[src/rtl/edge_det_pkg.sv]
// Shared constants for the edge detector bank: default geometry and the
// reset value of the sticky flags.
package edge_det_pkg;

    localparam int   DEF_CHANNELS    = 8;
    localparam int   DEF_SYNC_STAGES = 2;
    localparam int   DEF_FILTER_W    = 4;

    localparam logic FLAG_RST_VAL    = 1'b0;

endpackage : edge_det_pkg

[src/rtl/edge_det_chan.sv]
// One edge-detector channel: synchroniser chain, glitch filter with
// programmable length, rise/fall event select, one-cycle pulse and W1C flag.
module edge_det_chan
    import edge_det_pkg::*;
#(
    parameter int SYNC_STAGES = DEF_SYNC_STAGES,
    parameter int FILTER_W    = DEF_FILTER_W
) (
    input  logic                clk,
    input  logic                rstb,
    input  logic                i_ena,
    input  logic                i_data,
    input  logic                i_rise_en,
    input  logic                i_fall_en,
    input  logic [FILTER_W-1:0] i_filt_len,
    input  logic                i_clr,
    output logic                o_pulse,
    output logic                o_flag
);

    logic [SYNC_STAGES-1:0] r_sync;
    logic                   r_filt;
    logic [FILTER_W-1:0]    r_cnt;
    logic                   r_pulse;
    logic                   r_flag;

    logic                   w_s;
    logic                   w_diff;
    logic                   w_update;
    logic                   w_ev;

    assign w_s      = r_sync[SYNC_STAGES-1];
    assign w_diff   = (w_s != r_filt);
    // >= rather than == so a filt_len reduced mid-count still accepts.
    assign w_update = i_ena & w_diff & (r_cnt >= i_filt_len);
    assign w_ev     = w_update & ((w_s & i_rise_en) | (~w_s & i_fall_en));

    // Synchroniser runs regardless of ena so the level is current on resume.
    always_ff @(posedge clk or negedge rstb) begin
        if (!rstb) begin
            r_sync <= '0;
        end else begin
            r_sync <= {r_sync[SYNC_STAGES-2:0], i_data};
        end
    end

    always_ff @(posedge clk or negedge rstb) begin
        if (!rstb) begin
            r_filt <= 1'b0;
            r_cnt  <= '0;
        end else if (i_ena) begin
            if (!w_diff) begin
                r_cnt <= '0;
            end else if (w_update) begin
                r_filt <= w_s;
                r_cnt  <= '0;
            end else begin
                r_cnt <= r_cnt + FILTER_W'(1);
            end
        end
    end

    // A new event outranks a simultaneous clear so no edge is ever lost.
    always_ff @(posedge clk or negedge rstb) begin
        if (!rstb) begin
            r_pulse <= 1'b0;
            r_flag  <= FLAG_RST_VAL;
        end else begin
            r_pulse <= w_ev;
            r_flag  <= (r_flag & ~i_clr) | w_ev;
        end
    end

    assign o_pulse = r_pulse;
    assign o_flag  = r_flag;

endmodule : edge_det_chan

[src/rtl/edge_detector_bank.sv]
// Bank of independent edge-detector channels with a masked, registered-source
// interrupt line for the register front end.
module edge_detector_bank
    import edge_det_pkg::*;
#(
    parameter int CHANNELS    = DEF_CHANNELS,
    parameter int SYNC_STAGES = DEF_SYNC_STAGES,
    parameter int FILTER_W    = DEF_FILTER_W
) (
    input  logic                clk,
    input  logic                rstb,
    input  logic                ena,
    input  logic [CHANNELS-1:0] data,
    input  logic [CHANNELS-1:0] rise_en,
    input  logic [CHANNELS-1:0] fall_en,
    input  logic [FILTER_W-1:0] filt_len,
    input  logic [CHANNELS-1:0] clr,
    input  logic [CHANNELS-1:0] irq_mask,
    output logic [CHANNELS-1:0] pulse,
    output logic [CHANNELS-1:0] flags,
    output logic                irq
);

    logic [CHANNELS-1:0] w_masked;

    for (genvar g = 0; g < CHANNELS; g++) begin : g_chan
        edge_det_chan #(
            .SYNC_STAGES (SYNC_STAGES),
            .FILTER_W    (FILTER_W)
        ) u_chan (
            .clk        (clk),
            .rstb       (rstb),
            .i_ena      (ena),
            .i_data     (data[g]),
            .i_rise_en  (rise_en[g]),
            .i_fall_en  (fall_en[g]),
            .i_filt_len (filt_len),
            .i_clr      (clr[g]),
            .o_pulse    (pulse[g]),
            .o_flag     (flags[g])
        );
    end

    // Built only from flops and the static mask, so data glitches never reach irq.
    assign w_masked = flags & irq_mask;
    assign irq      = |w_masked;

endmodule : edge_detector_bank

[config.mk]
export PLATFORM = sky130hd
export DESIGN_NAME = edge_detector_bank
export DESIGN_NICKNAME = d
export VERILOG_FILES = /design/src/rtl/edge_det_pkg.sv /design/src/rtl/edge_det_chan.sv /design/src/rtl/edge_detector_bank.sv
export SDC_FILE = /design/constraint.sdc
export NUM_CORES = 1
export LEC_CHECK = 0
export CAP_MARGIN = 0
export CORE_MARGIN = 4
export CORE_UTILIZATION = 35
export DETAILED_ROUTE_END_ITERATION = 12
export PLACE_DENSITY = 0.65
export REMOVE_ABC_BUFFERS = 1
export SYNTH_ARGS = -nofsm -noshare
export SYNTH_HDL_FRONTEND = slang
export SYNTH_SLANG_ARGS = --single-unit
[constraint.sdc]
create_clock -name clk -period 4.4 [get_ports clk]
set_input_delay 0.66 -clock clk [delete_from_list [all_inputs] [get_ports clk]]
set_output_delay 0.66 -clock clk [all_outputs]
set_load 0.005 [all_outputs]
==> results by group <==
Timing
  – Fin crit period: between 2 and 3 ns
  – Final WS setup: 1.663 ns
  – Hold Fails Final Rpt: 0
  – Measured slew at the worst slew-check pin: slightly above 0.9 ns
  – Setup violations, final: 0
  – RSZ-0062 raised after global routing: false
  – Crit share post-route: 0.6220
  – Setup TNS Final: 0 ns
  – Fmax: between 300 and 400 MHz
  – Slew headroom: 0.3827
  – Max Clock Skew: about 0.0067 ns
  – Max-slew violation count: 0

Worst setup path
  – Crit path capture type: output port
  – WS Path Type: in -> out
  – R2r worst-path depth: 6
  – Crit path DAT: between 2 and 2.5 ns
  – Reg2reg end: g_chan[7].u_chan.r_filt$_DFFE_PN0P_
  – Startpoint Class: input pin
  – Flop-to-flop setup slack: ~2.6 ns
  – CP Max Fanout: 1
  – Critical path required time: about 3.7 ns
  – R2R Path Start: g_chan[7].u_chan.r_cnt[0]$_DFFE_PN0P_

Synth
  – Mapped cell area: roughly 0.0039 sq mm
  – Count leader, synth: dfrtp_1
  – Distinct cells, synth: 32
  – Area leader, netlist: dfrtp_1
  – Register bit count reported by yosys: 72
  – Primary FF master, synth: dfrtp_1
  – Share of the synthesized area in the top cell type: 0.4641
  – Post-synth EDFFs: 0
  – Async set-reset flop share out of synthesis: 1.000
  – Cells after synthesis: 375
  – Synth Warn #: 0
  – Synth area leaders: dfrtp_1 (46%), ha_1 (13%), inv_1 (4.5%), nor3b_1 (3.3%), buf_4 (3.1%)
  – Commonest cells in the synthesized netlist: dfrtp_1 (72), inv_1 (47), ha_1 (40)
  – Syn avg cell area: just over 10 sq um
  – Post-synthesis sequential area ratio: 0.4641

Global route
  – Initial antenna violation count: 0
  – GRT Util Overall: 0.1278
  – First-pass GRT wire length: approximately 13 mm
  – Vias in the first global route: slightly below 3000
  – Grt total ovfl: 0
  – Largest net degree at the start of global routing: between 70 and 80

Finish
  – Final core utilization: 0.4411
  – Antenna diode count: 0
  – Final cell count without fillers: roughly 570
  – Nets: ~520
  – Fill cells: approximately 1000
  – Area Overhead vs Synth: 23.17%
  – Layout cells sized above 1: 0.07852

Detailed routing
  – Antenna Nets Post-Route: 0
  – Routed wire length: 7.696 mm
  – Wire length on met1: approximately 3.7 mm
  – Initial DRC Count: 74
  – Routed vias/inst: around 5
  – Vias: 2854
  – Drt wl/cell: 13.43 um
  – DR WL met2: 3.537 mm
  – DRC: 0
  – First drt pass iteration count: 5
  – Max Used Layer: met4
  – Met3 Wirelength: 367 um

Floorplanning
  – Core area: 0.01084 sq mm
  – Die Area: about 0.013 sq mm
  – Ports: 64
  – Std-Cell Rows: 38
  – Die X: between 100 and 150 um
  – Starting Density: 0.3581
  – Vert. Die Dim: between 100 and 150 um

Status
  – Status: finished, final reports clean

Place
  – Buffers on Ports: between 60 and 70
  – Final RePlAce weighted congestion: 0.7342
  – HPWL after detailed placement: about 5.4 mm
  – Placed cell count: roughly 560
  – Setup WS pre-CTS: between 1.5 and 2 ns

Clock tree
  – CTS clk-pin slew, worst paths: 0.08 ns
  – CTS root buf: clkbuf_8
  – Clock sinks: ~70
  – CTS-repair resized insts: 0
  – Clk_lat worst skew: approximately 0.34 ns
  – H-tree depth: 3
  – Total CTS buffers: 9
  – CTS tree: done
  – Clk buf depth: 2
  – Post-CTS Setup Inserts: 0
  – Hold-fix buffers, CTS: 0

Power
  – PD cells: between 400 and 500 mW/mm^2
  – VDD IR max: 0.1903 mV
  – Leakage: ~2.1 nW
  – Total power: approximately 2.4 mW

Hold path
  – Hold Startpoint: g_chan[7].u_chan.r_sync[0]$_DFF_PN0_
  – Hold EP: g_chan[7].u_chan.r_sync[1]$_DFF_PN0_
  – Worst min path class: reg -> reg
  – Worst hold stages: 0

Run
  – Max_cap viols: 0
## how the worst max path moves through the flow
stage	from	endpoint	slack [ns]	cells past startpoint
final	irq_mask[1]	irq	1.66	4
after global routing	irq_mask[1]	irq	1.63	4
after CTS	irq_mask[1]	irq	1.62	4
after detailed placement	irq_mask[1]	irq	1.62	4
after global placement	irq_mask[1]	irq	1.61	4
after floorplan	filt_len[1]	g_chan[7].u_chan.r_filt$_DFFE_PN0P_	2.45	6
## stage by stage
stage | instance area (sq um) | hold WS [ns]
2_1_floorplan | 3740 | 0.3312
3_3_place_gp | 4538 | 0.3317
3_5_place_dp | 4538 | 0.3347
4_1_cts | 4782 | 0.3525
5_1_grt | 4782 | 0.3621
6_report | 4782 | 0.3501
## registers in the layout, indices dropped and copies added (netlist names)
name and flops:
g_chan.u_chan.o_flag 8, g_chan.u_chan.o_pulse 8, g_chan.u_chan.r_cnt 32, g_chan.u_chan.r_filt 8
g_chan.u_chan.r_sync 16
## power by group
group | internal (mW) | switching, mW | total [mW]
combinational | 0.373 | 0.381 | 0.754
sequential | 0.823 | 0.165 | 0.988
clock | 0.377 | 0.257 | 0.634
## cells in the final DEF (no fill, tap or decap), types with 5 or more instances in the layout
cell and count:
dfrtp_1 72, clkdlybuf4s50_1 61, inv_1 47, ha_1 40, nand2_1 30, nor3b_1 17, nor2_1 15, nor3_1 11
clkbuf_8 9, o211ai_1 8, a21oi_1 8, o21ai_2 8, a31oi_1 8, o22ai_1 8, xor2_1 8, o32ai_1 8
or3_1 8, o21ai_0 8, nand3_1 7, o22a_1 7, mux2_2 7, o311ai_1 5, o21a_1 5
## cell families after synthesis
logic type               count (synthesis)  synth area share
adder cells (fa/ha/maj)                 40            0.1289
multiplexers                             8           0.02417
flip-flops                              72            0.4641
AND/OR/NAND/NOR                         94            0.1247
AO/OA/AOI/OAI                           85            0.1579
XOR/XNOR                                 8           0.01805
buffers and inverters                   68           0.08218
## worst max-delay path, stage by stage
cell and delay [ns]:
clkdlybuf4s50_1 0.39, a22oi_1 0.33, nand4_1 0.20, clkdlybuf4s50_1 0.49
## area by class of cell
class	instances	area [sq um]	share of cell area
clock buffer	9	123.9	0.02590
sequential	72	1802	0.3768
timing repair buffer	63	623.1	0.1303
multi-input combinational	235	1762	0.3684
inverter	47	176.4	0.03689
clock inverter	7	120.1	0.02512
tap	140	175.2	0.03663
## metal layers
| layer | vias up | track usage |
|---|---|---|
| met2 | 57 | 0.2101 |
| li1 | 1437 | - |
| met4 | 0 | 0.03606 |
| met1 | 1353 | 0.1630 |
| met3 | 7 | 0.03904 |
| met5 | - | 0 |
Note: power is estimated with default switching activity, not from simulation.
